### src/rtl/memory_access_stage_pkg.sv
// Shared Y86-64 definitions for the memory access stage: status codes,
// instruction codes, the "no register" id and the request FSM encoding.
package memory_access_stage_pkg;

  localparam logic [2:0] SAOK = 3'd1;
  localparam logic [2:0] SHLT = 3'd2;
  localparam logic [2:0] SADR = 3'd3;
  localparam logic [2:0] SINS = 3'd4;

  localparam logic [3:0] IHALT   = 4'h0;
  localparam logic [3:0] INOP    = 4'h1;
  localparam logic [3:0] IRRMOVQ = 4'h2;
  localparam logic [3:0] IIRMOVQ = 4'h3;
  localparam logic [3:0] IRMMOVQ = 4'h4;
  localparam logic [3:0] IMRMOVQ = 4'h5;
  localparam logic [3:0] IOPQ    = 4'h6;
  localparam logic [3:0] IJXX    = 4'h7;
  localparam logic [3:0] ICALL   = 4'h8;
  localparam logic [3:0] IRET    = 4'h9;
  localparam logic [3:0] IPUSHQ  = 4'hA;
  localparam logic [3:0] IPOPQ   = 4'hB;

  localparam logic [3:0] RNONE = 4'hF;

  typedef enum logic {
    REQ_IDLE = 1'b0,
    REQ_WAIT = 1'b1
  } req_state_e;

endpackage

### src/rtl/memory_access_stage_dmem_req_fsm.sv
// Data-memory request sequencer: issues one valid/ready request per M-stage
// instruction, waits for the response and remembers it until M advances.
module dmem_req_fsm
  import memory_access_stage_pkg::*;
(
  input  logic        clk,
  input  logic        rst,
  input  logic        req_en,
  input  logic        advance,
  input  logic        req_ready,
  input  logic        rsp_valid,
  input  logic [63:0] rsp_rdata,
  input  logic        rsp_err,
  output logic        req_valid,
  output logic        busy,
  output logic        rsp_now,
  output logic        done,
  output logic        err_q,
  output logic [63:0] rdata_q
);

  req_state_e state;
  req_state_e state_next;

  always_ff @(posedge clk or posedge rst) begin
    if (rst) begin
      state <= REQ_IDLE;
    end else begin
      state <= state_next;
    end
  end

  always_comb begin
    state_next = state;
    case (state)
      REQ_IDLE: if (req_valid && req_ready) state_next = REQ_WAIT;
      REQ_WAIT: if (rsp_valid) state_next = REQ_IDLE;
      default:  state_next = REQ_IDLE;
    endcase
  end

  // A pending access holds the request until accepted; busy drops in the
  // response cycle so the W register can capture the data directly.
  always_comb begin
    req_valid = (state == REQ_IDLE) && req_en && !done;
    rsp_now   = (state == REQ_WAIT) && rsp_valid;
    busy      = req_valid || ((state == REQ_WAIT) && !rsp_valid);
  end

  // done blocks a re-issue while M is held; a new instruction clears it.
  always_ff @(posedge clk or posedge rst) begin
    if (rst) begin
      done    <= 1'b0;
      err_q   <= 1'b0;
      rdata_q <= 64'd0;
    end else begin
      if (rsp_now) begin
        rdata_q <= rsp_rdata;
        err_q   <= rsp_err;
      end
      if (advance) begin
        done <= 1'b0;
      end else if (rsp_now) begin
        done <= 1'b1;
      end
    end
  end

endmodule

### src/rtl/memory_access_stage.sv
// Y86-64 memory access stage: decodes the M register, drives the data-memory
// port, produces m_stat/m_valM and holds the M->W pipeline register.
module memory_access_stage
  import memory_access_stage_pkg::*;
#(
  parameter int unsigned DMEM_BYTES = 8192
) (
  input  logic        clk_i,
  input  logic        rst_i,
  input  logic [2:0]  M_stat_i,
  input  logic [3:0]  M_icode_i,
  input  logic [63:0] M_valE_i,
  input  logic [63:0] M_valA_i,
  input  logic [3:0]  M_dstE_i,
  input  logic [3:0]  M_dstM_i,
  input  logic        m_advance_i,
  output logic        dmem_req_valid_o,
  input  logic        dmem_req_ready_i,
  output logic        dmem_req_we_o,
  output logic [63:0] dmem_req_addr_o,
  output logic [63:0] dmem_req_wdata_o,
  input  logic        dmem_rsp_valid_i,
  input  logic [63:0] dmem_rsp_rdata_i,
  input  logic        dmem_rsp_err_i,
  output logic        m_busy_o,
  output logic [2:0]  m_stat_o,
  output logic [63:0] m_valM_o,
  input  logic        W_stall_i,
  input  logic        W_bubble_i,
  output logic [2:0]  W_stat_o,
  output logic [3:0]  W_icode_o,
  output logic [63:0] W_valE_o,
  output logic [63:0] W_valM_o,
  output logic [3:0]  W_dstE_o,
  output logic [3:0]  W_dstM_o
);

  localparam logic [63:0] ADDR_MAX = 64'(DMEM_BYTES) - 64'd8;

  logic        is_read;
  logic        is_write;
  logic [63:0] addr;
  logic        addr_ok;
  logic        mem_op;
  logic        rsp_now;
  logic        done;
  logic        err_q;
  logic [63:0] rdata_q;

  // Any address beyond the last full quad, including wrapped values, faults.
  always_comb begin
    is_read  = (M_icode_i == IMRMOVQ) || (M_icode_i == IPOPQ) || (M_icode_i == IRET);
    is_write = (M_icode_i == IRMMOVQ) || (M_icode_i == IPUSHQ) || (M_icode_i == ICALL);
    addr     = ((M_icode_i == IPOPQ) || (M_icode_i == IRET)) ? M_valA_i : M_valE_i;
    addr_ok  = (addr <= ADDR_MAX);
    mem_op   = (is_read || is_write) && (M_stat_i == SAOK) && addr_ok;
  end

  dmem_req_fsm u_req_fsm (
    .clk       (clk_i),
    .rst       (rst_i),
    .req_en    (mem_op),
    .advance   (m_advance_i),
    .req_ready (dmem_req_ready_i),
    .rsp_valid (dmem_rsp_valid_i),
    .rsp_rdata (dmem_rsp_rdata_i),
    .rsp_err   (dmem_rsp_err_i),
    .req_valid (dmem_req_valid_o),
    .busy      (m_busy_o),
    .rsp_now   (rsp_now),
    .done      (done),
    .err_q     (err_q),
    .rdata_q   (rdata_q)
  );

  always_comb begin
    dmem_req_we_o    = is_write;
    dmem_req_addr_o  = addr;
    dmem_req_wdata_o = M_valA_i;
  end

  // Upstream faults win over address faults, which win over memory faults.
  always_comb begin
    m_stat_o = SAOK;
    if (M_stat_i != SAOK) begin
      m_stat_o = M_stat_i;
    end else if ((is_read || is_write) && !addr_ok) begin
      m_stat_o = SADR;
    end else if ((rsp_now && dmem_rsp_err_i) || (done && err_q)) begin
      m_stat_o = SADR;
    end
  end

  always_comb begin
    m_valM_o = 64'd0;
    if (is_read && rsp_now) begin
      m_valM_o = dmem_rsp_rdata_i;
    end else if (is_read && done) begin
      m_valM_o = rdata_q;
    end
  end

  // Bubble takes priority over stall; busy also holds the register.
  always_ff @(posedge clk_i or posedge rst_i) begin
    if (rst_i) begin
      W_stat_o  <= SAOK;
      W_icode_o <= INOP;
      W_valE_o  <= 64'd0;
      W_valM_o  <= 64'd0;
      W_dstE_o  <= RNONE;
      W_dstM_o  <= RNONE;
    end else if (W_bubble_i) begin
      W_stat_o  <= SAOK;
      W_icode_o <= INOP;
      W_valE_o  <= 64'd0;
      W_valM_o  <= 64'd0;
      W_dstE_o  <= RNONE;
      W_dstM_o  <= RNONE;
    end else if (!W_stall_i && !m_busy_o) begin
      W_stat_o  <= m_stat_o;
      W_icode_o <= M_icode_i;
      W_valE_o  <= M_valE_i;
      W_valM_o  <= m_valM_o;
      W_dstE_o  <= M_dstE_i;
      W_dstM_o  <= M_dstM_i;
    end
  end

endmodule

### config.mk
export PLATFORM = sky130hd
export DESIGN_NAME = memory_access_stage
export DESIGN_NICKNAME = d
export VERILOG_FILES = /design/src/rtl/memory_access_stage_pkg.sv /design/src/rtl/memory_access_stage_dmem_req_fsm.sv /design/src/rtl/memory_access_stage.sv
export SDC_FILE = /design/constraint.sdc
export NUM_CORES = 1
export LEC_CHECK = 0
export BUFFER_PORTS_ARGS = -buffer_cell sky130_fd_sc_hd__buf_4
export CAP_MARGIN = 40
export CORE_AREA = 2 2 214 216
export DETAILED_ROUTE_END_ITERATION = 10
export DIE_AREA = 0 0 216 218
export PLACE_DENSITY = 0.59
export SETUP_SLACK_MARGIN = 0.2
export SYNTH_ARGS = -nofsm -noshare
export SYNTH_HDL_FRONTEND = slang
export SYNTH_HIERARCHICAL = 1
export SYNTH_SLANG_ARGS = --single-unit
export TNS_END_PERCENT = 10
### constraint.sdc
create_clock -name clk_i -period 3.7 [get_ports clk_i]
set_input_delay 0.185 -clock clk_i [delete_from_list [all_inputs] [get_ports clk_i]]
set_output_delay 0.185 -clock clk_i [all_outputs]
set_load 0.1 [all_outputs]
Word level (Yosys, flattened, before mapping)
Index checks and enable logic that the tools add are counted.

operators by class
  $lt $le $gt $ge = 1
  equality and inequality tests = 8
  mux-type cells = 23
  bitwise logic cells = 1
  reductions and logical operators = 28

operators with widths
  kind                  count
  $mux 64               7
  $le 64x13->1 const B  1
  $mux 4                6
  $eq 4x4->1 const B    4
  $logic_and 1x1->1     13
  $mux 3                3
  $eq 4x3->1 const B    2
  $logic_or 1x1->1      8
  $logic_not 1->1       5
  $mux 1                4
  $mux 2                2
  $reduce_bool 2->1     2
  $eq 3x1->1 const B    1
  $ne 3x1->1 const B    1
  $pmux 1 s2            1
  $not 1->1             1

storage, ports and cells
  bits in registers = 210
  bits of input ports = 215
  output and inout port bits = 341
  logic and storage cells = 71

Depth between registers and ports, before layout
  depth in word-level cells = 13
  depth in mapped cells = 14
  depth with buffers taken out = 12

By module
The synthesis kept the hierarchy.

modules (own cells, without submodules)
  module               instances  cells an instance  area an instance (µm²)
  memory_access_stage  1          606                7317.0
  dmem_req_fsm         1          147                2713.9

Least setup slack after synthesis
OpenSTA, ideal clock, no wires.

  kind = in2reg
  start = in M_valE_i[54]
  end = reg W_stat_o[1]
  library setup time = 95 ps
  data arrival time = 5685 ps
  data required time = 3605 ps
  path slack = -2081 ps
  cell stages on the path = 13
  buffers on the path = 2
  cell sequence = or4_1 nor4_1 a31oi_1 nor3_2 nor3b_2 nor3b_1 a21o_1 nor2_1 nor2_1 clkbuf_1 clkbuf_1 a21oi_1 o31ai_1

between the ends
  word-level cells in the longest chain between the ends = 9
  elaborated cells on any way between the ends = 15
  classes of those cells = 1 x order compare; 5 x mux; 9 x reduce/logical

RTL lines
  item                                RTL line                                source
  from (decl)                         memory_access_stage.sv:12               input logic [63:0] M_valE_i,
  $mux 64                             memory_access_stage.sv:54               addr = ((M_icode_i == IPOPQ) || (M_icode_i == IRET)) ? M_valA_i : M_valE_i;
  $le 64x13->1                        memory_access_stage.sv:55               addr_ok = (addr <= ADDR_MAX);
  $logic_and 1x1->1                   memory_access_stage.sv:56               mem_op = (is_read || is_write) && (M_stat_i == SAOK) && addr_ok;
  via mem_op                          memory_access_stage.sv:44               logic mem_op;
  $logic_and 1x1->1 (2 in a row)      memory_access_stage_dmem_req_fsm.sv:45  req_valid = (state == REQ_IDLE) && req_en && !done;
  via dmem_req_valid_o                memory_access_stage.sv:17               output logic dmem_req_valid_o,
  $logic_or 1x1->1                    memory_access_stage_dmem_req_fsm.sv:47  busy = req_valid || ((state == REQ_WAIT) && !rsp_valid);
  via m_busy_o                        memory_access_stage.sv:25               output logic m_busy_o,
  $logic_not 1->1                     memory_access_stage.sv:119              end else if (!W_stall_i && !m_busy_o) begin
  $logic_and 1x1->1                   memory_access_stage.sv:119
  $reduce_bool 2->1 (no source line)  n/a
  to (signal assigned)                memory_access_stage.sv:120              W_stat_o <= m_stat_o;
  to (decl)                           memory_access_stage.sv:30               output logic [2:0] W_stat_o,

The timed path passes the listed nets, and every way through them passes these cells. The select of a mux whose other input is x is not followed.
A chain may end at the register's enable or synchronous reset.

Worst setup path in the final report
  start = in M_valE_i[51]
  end = out m_busy_o

between the ends
  word-level cells in the longest chain between the ends = 6

RTL lines
  item                            RTL line
  $mux 64                         memory_access_stage.sv:54
  $le 64x13->1                    memory_access_stage.sv:55
  $logic_and 1x1->1               memory_access_stage.sv:56
  via mem_op                      memory_access_stage.sv:44
  $logic_and 1x1->1 (2 in a row)  memory_access_stage_dmem_req_fsm.sv:45
  $logic_or 1x1->1                memory_access_stage_dmem_req_fsm.sv:47
  to (decl)                       memory_access_stage.sv:25

The timed path passes the listed nets, and every way through them passes these cells.

==> metrics.md <==
| Metric | Value |
|---|---|
| Outcome | finished clean |
| Number of maximum-capacitance violations | 0 |
| Data arrival time at the worst-slack endpoint | 3.22 ns |
| Gate family responsible for the most delay along the worst path | simple AND/OR/NAND/NOR gates |
| Violation count after the first detailed-route iteration | 620 |
| Die Outline Area | 0.04709 mm² |
| Sequential power share | 33.7% |
| Fraction of post-synthesis cell area in the top cell type by area | 49.89% |
| Total power per unit cell area | 419.9 mW/mm² |
| Total Nets Final | 1,599 |
| Number of H-tree branching levels | 1 |
| Cell chosen for the clock root | sky130_fd_sc_hd__clkbuf_16 |
| Global-route wire length before repair | 65.67 mm |
| Most repeated library cell on the critical path | sky130_fd_sc_hd__buf_4 |
| Largest net degree at the start of global routing | 88 |
| TritonCTS clock tree | done |
| FF-to-FF path depth | 5 |
| Count of pins over their slew limit | 0 |
| Distinct cell type count after synthesis | 38 |
| Ratio of cells with drive above 1 in the final layout | 54.88% |
| Worst hold slack across all endpoints | 0.1716 ns |
| Fin worst setup slack | 0.2979 ns |
| Portion of total power attributed to combinational logic | 27.9% |
| Total core area | 0.04489 mm² |
| Post-synth net total | 968 |
| Residual DRC count | 0 |
| Number of buffers on the longest clock path | 3 |
| CP max FO | 4 |
| Worst vdd rail ir drop | 0.3618 mV |
| Average wire length per cell after detail routing | 22.98 µm |
| Cell area after technology mapping | 0.01003 mm² |
| Total via count in the routed design | 9,304 |
| Chain of cells forming the critical path | dlygate4sd3_1 -> buf_4 -> or4_1 -> nor4_1 -> a31oi_1 -> nor3_2 -> nor3b_2 -> nor3b_4 -> a21o_4 -> buf_4 |
| Number of antenna violations at the first check in global routing | 2 |
| Net Sw Power | 2518 µW |
| Type of element capturing the critical path | output pin |
| Gate count of the mapped netlist | 753 |
| Placement Setup Slack | 0.2193 ns |
| Worst clock skew on the final layout | 0.02631 ns |
| Crit path required time | 3.51 ns |
| Total number of placement rows | 78 |
| GPL Wtd Cong | 0.9196 |
| Syn avg cell area | 13.32 µm² |
| Sequential element share of the synthesized area | 52.51% |
| Setup fix buffers added after clock tree synthesis | 0 |
| Vias in the first global route | 9,625 |
| Final design area excluding fillers | 0.01682 mm² |
| Synth top area cells | sky130_fd_sc_hd__dfrtp_1 50%, sky130_fd_sc_hd__a22o_1 17%, sky130_fd_sc_hd__mux2_2 10%, sky130_fd_sc_hd__mux2_4 5.8%, sky130_fd_sc_hd__buf_4 4.9% |
| Wire length reported by the detailed router | 46.06 mm |
| Total congestion overflow | 0 |
| Part of the cycle the worst path needs | 91.95% |
| Leak pwr | 0.008283 µW |
| Slew @ Worst Pin | 0.6921 ns |
| Critical path launch point type | input pin |
| Warnings, synthesis | 6 |
| Type of the worst setup path | input pin to output pin |
| Register clock-pin slew on the reported worst setup and hold paths | 0.06 ns |
| Critical Path Max Stage Delay | 0.62 ns |
| Synth-to-Final Area Change | 67.67% |
| Number of endpoints failing setup at the final stage | 0 |
| CTS Sinks | 210 |
| Routed via count divided by cell count | 4.643 |
| Width of the chip | 216 µm |
| Cell with the biggest individual delay on the critical path | sky130_fd_sc_hd__or4_1 |
| Relative max-transition margin | 53.86% |
| Total GRT Usage | 18.43% |
| Hold Crit Class | input pin to async pin |
| RSZ-0062 raised after global routing | true |
| Buf/Inv on CP | 3 |
| Clk_lat worst skew | 0.55 ns |
| Top-Level Pins | 556 |
| Placed cell area | 0.01440 mm² |
| Detailed placement HPWL | 34.06 mm |
| Clock group share of total power | 38.4% |
| Maximum achievable frequency | 293.9 MHz |
| Register bit count reported by yosys | 210 |
| Critical Path Stages | 10 |
| Initial standard-cell utilization of the core | 22.34% |
| Final critical delay including setup and external delays | 3.402 ns |
| Setup_tns | 0 ns |
| Clock buffer count from CTS | 25 |
| Cell type contributing the most total cell area after synthesis | sky130_fd_sc_hd__dfrtp_1 |
| ANT nets after route | 0 |
| Pre-Repair DR Iteration Count | 4 |
| Die Y | 218 µm |
| Top library cells by usage in the layout, fill and taps aside | 568 x sky130_fd_sc_hd__buf_4, 200 x sky130_fd_sc_hd__dfrtp_1, 198 x sky130_fd_sc_hd__a22o_1 |
| Sw Ratio | 35.65% |
| Final-report hold violation count | 0 |
| Most common cell after layout, fill and taps aside | sky130_fd_sc_hd__buf_4 |
| Cell-internal power | 4545 µW |
| Port bufs | 555 |
==> cell type report <==
| type | count | area, µm² |
|---|---|---|
| fill | 4334 | 28070 |
| timing repair buffer | 727 | 5942 |
| sequential | 210 | 5268 |
| multi-input combinational | 417 | 3943 |
| tap | 600 | 750.7 |
| clock buffer | 37 | 740.7 |
| clock inverter | 9 | 157.7 |
| inverter | 3 | 15.01 |
| antenna | 1 | 2.502 |
==> cells by family after synthesis <==
kind of cell    after synthesis  synth area share (%)
buf+inv                     126                 8.594
mux                         131                 16.15
simple gates                 68                 3.967
compound gates              218                 18.77
flops                       210                 52.51
==> layer usage <==
metal	share of wire (%)	global-route usage [%]	wire length, µm
met1	38	21.47	17590
met4	4.4	8.037	2021
met5	0.028	0	13
met2	50	31.93	22960
met3	7.5	4.854	3469
==> registers in the layout (all words and copies together) (netlist names) <==
signal,count
u_req_fsm/rdata_q,64
W_dstE_o,4
u_req_fsm/done,1
W_stat_o,3
W_icode_o,4
W_dstM_o,4
u_req_fsm/err_q,1
W_valM_o,64
u_req_fsm/state,1
W_valE_o,64
==> metrics by stage <==
stage / total power (µW) / utilization, % / std cells
2_1_floorplan: 3702 / - / 753
6_report: 7063 / 37.46 / 2004
5_1_grt: 7301 / 37.46 / 2004
4_1_cts: 7132 / 37.45 / 2003
3_5_place_dp: 4260 / 32.08 / 1806
3_3_place_gp: 4245 / 31.91 / 1803
==> synthesized netlist by cell type <==
| cell | instances |
|---|---|
| sky130_fd_sc_hd__nand4_1 | 8 |
| sky130_fd_sc_hd__buf_12 | 4 |
| sky130_fd_sc_hd__nor2b_1 | 1 |
| sky130_fd_sc_hd__o211ai_1 | 1 |
| sky130_fd_sc_hd__a22o_1 | 198 |
| sky130_fd_sc_hd__clkbuf_1 | 34 |
| sky130_fd_sc_hd__mux2_2 | 91 |
| sky130_fd_sc_hd__buf_2 | 10 |
| sky130_fd_sc_hd__o22a_1 | 10 |
| sky130_fd_sc_hd__o31ai_1 | 1 |
| sky130_fd_sc_hd__nor3b_2 | 1 |
| sky130_fd_sc_hd__mux2i_1 | 1 |
| sky130_fd_sc_hd__nand4b_1 | 1 |
| sky130_fd_sc_hd__and3_1 | 1 |
| sky130_fd_sc_hd__or3_1 | 1 |
| sky130_fd_sc_hd__nor4_1 | 19 |
| sky130_fd_sc_hd__nor3_2 | 2 |
| sky130_fd_sc_hd__or2_2 | 1 |
| sky130_fd_sc_hd__nor2_1 | 10 |
| sky130_fd_sc_hd__a31oi_1 | 2 |
| sky130_fd_sc_hd__and2_4 | 1 |
| sky130_fd_sc_hd__dfrtp_1 | 200 |
| sky130_fd_sc_hd__mux2_4 | 39 |
| sky130_fd_sc_hd__nor3_1 | 9 |
| sky130_fd_sc_hd__a21oi_1 | 3 |
| sky130_fd_sc_hd__or4_1 | 4 |
| sky130_fd_sc_hd__a21o_1 | 1 |
| sky130_fd_sc_hd__o21ai_1 | 1 |
| sky130_fd_sc_hd__nor3b_1 | 1 |
| sky130_fd_sc_hd__buf_1 | 1 |
| sky130_fd_sc_hd__buf_6 | 7 |
| sky130_fd_sc_hd__o22ai_1 | 1 |
| sky130_fd_sc_hd__nand3b_1 | 1 |
| sky130_fd_sc_hd__nand2_1 | 7 |
| sky130_fd_sc_hd__buf_8 | 1 |
| sky130_fd_sc_hd__buf_4 | 66 |
| sky130_fd_sc_hd__dfstp_2 | 10 |
| sky130_fd_sc_hd__inv_1 | 3 |
==> power by group through the flow <==
stage               registers, µW  logic (µW)  clock network, µW
floorplan                    2780         925                  0
global placement             2420        1820                  0
detailed placement           2420        1840                  0
CTS                          2380        1970               2780
global route                 2380        2020               2900
finish                       2380        1970               2710
==> final timing paths <==
| kind | to | start | slack, ns |
|---|---|---|---|
| max | m_busy_o | M_valE_i[51] | 0.30 |
| min | u_req_fsm/rdata_q[48] | rst_i | 0.17 |
| max reg2reg | W_valM_o[45] | u_req_fsm/state | 1.21 |
| min reg2reg | W_stat_o[1] | W_stat_o[1] | 0.50 |
| max in group asynchronous | u_req_fsm/rdata_q[60] | rst_i | 2.82 |
| min in group clk_i | W_stat_o[1] | dmem_rsp_valid_i | 0.25 |
==> tightest hold or removal path, delay by kind of cell <==
kind / cells / cell delay [ns]
buf+inv: 3 / 0.93
==> repair_timing <==
action,4_1_cts,5_1_grt
hold buffers,151,0
endpoints found under the setup margin,0,26
hold endpoints to repair,287,0
gates resized for setup,0,1
Power figures use the tool's default switching activity.
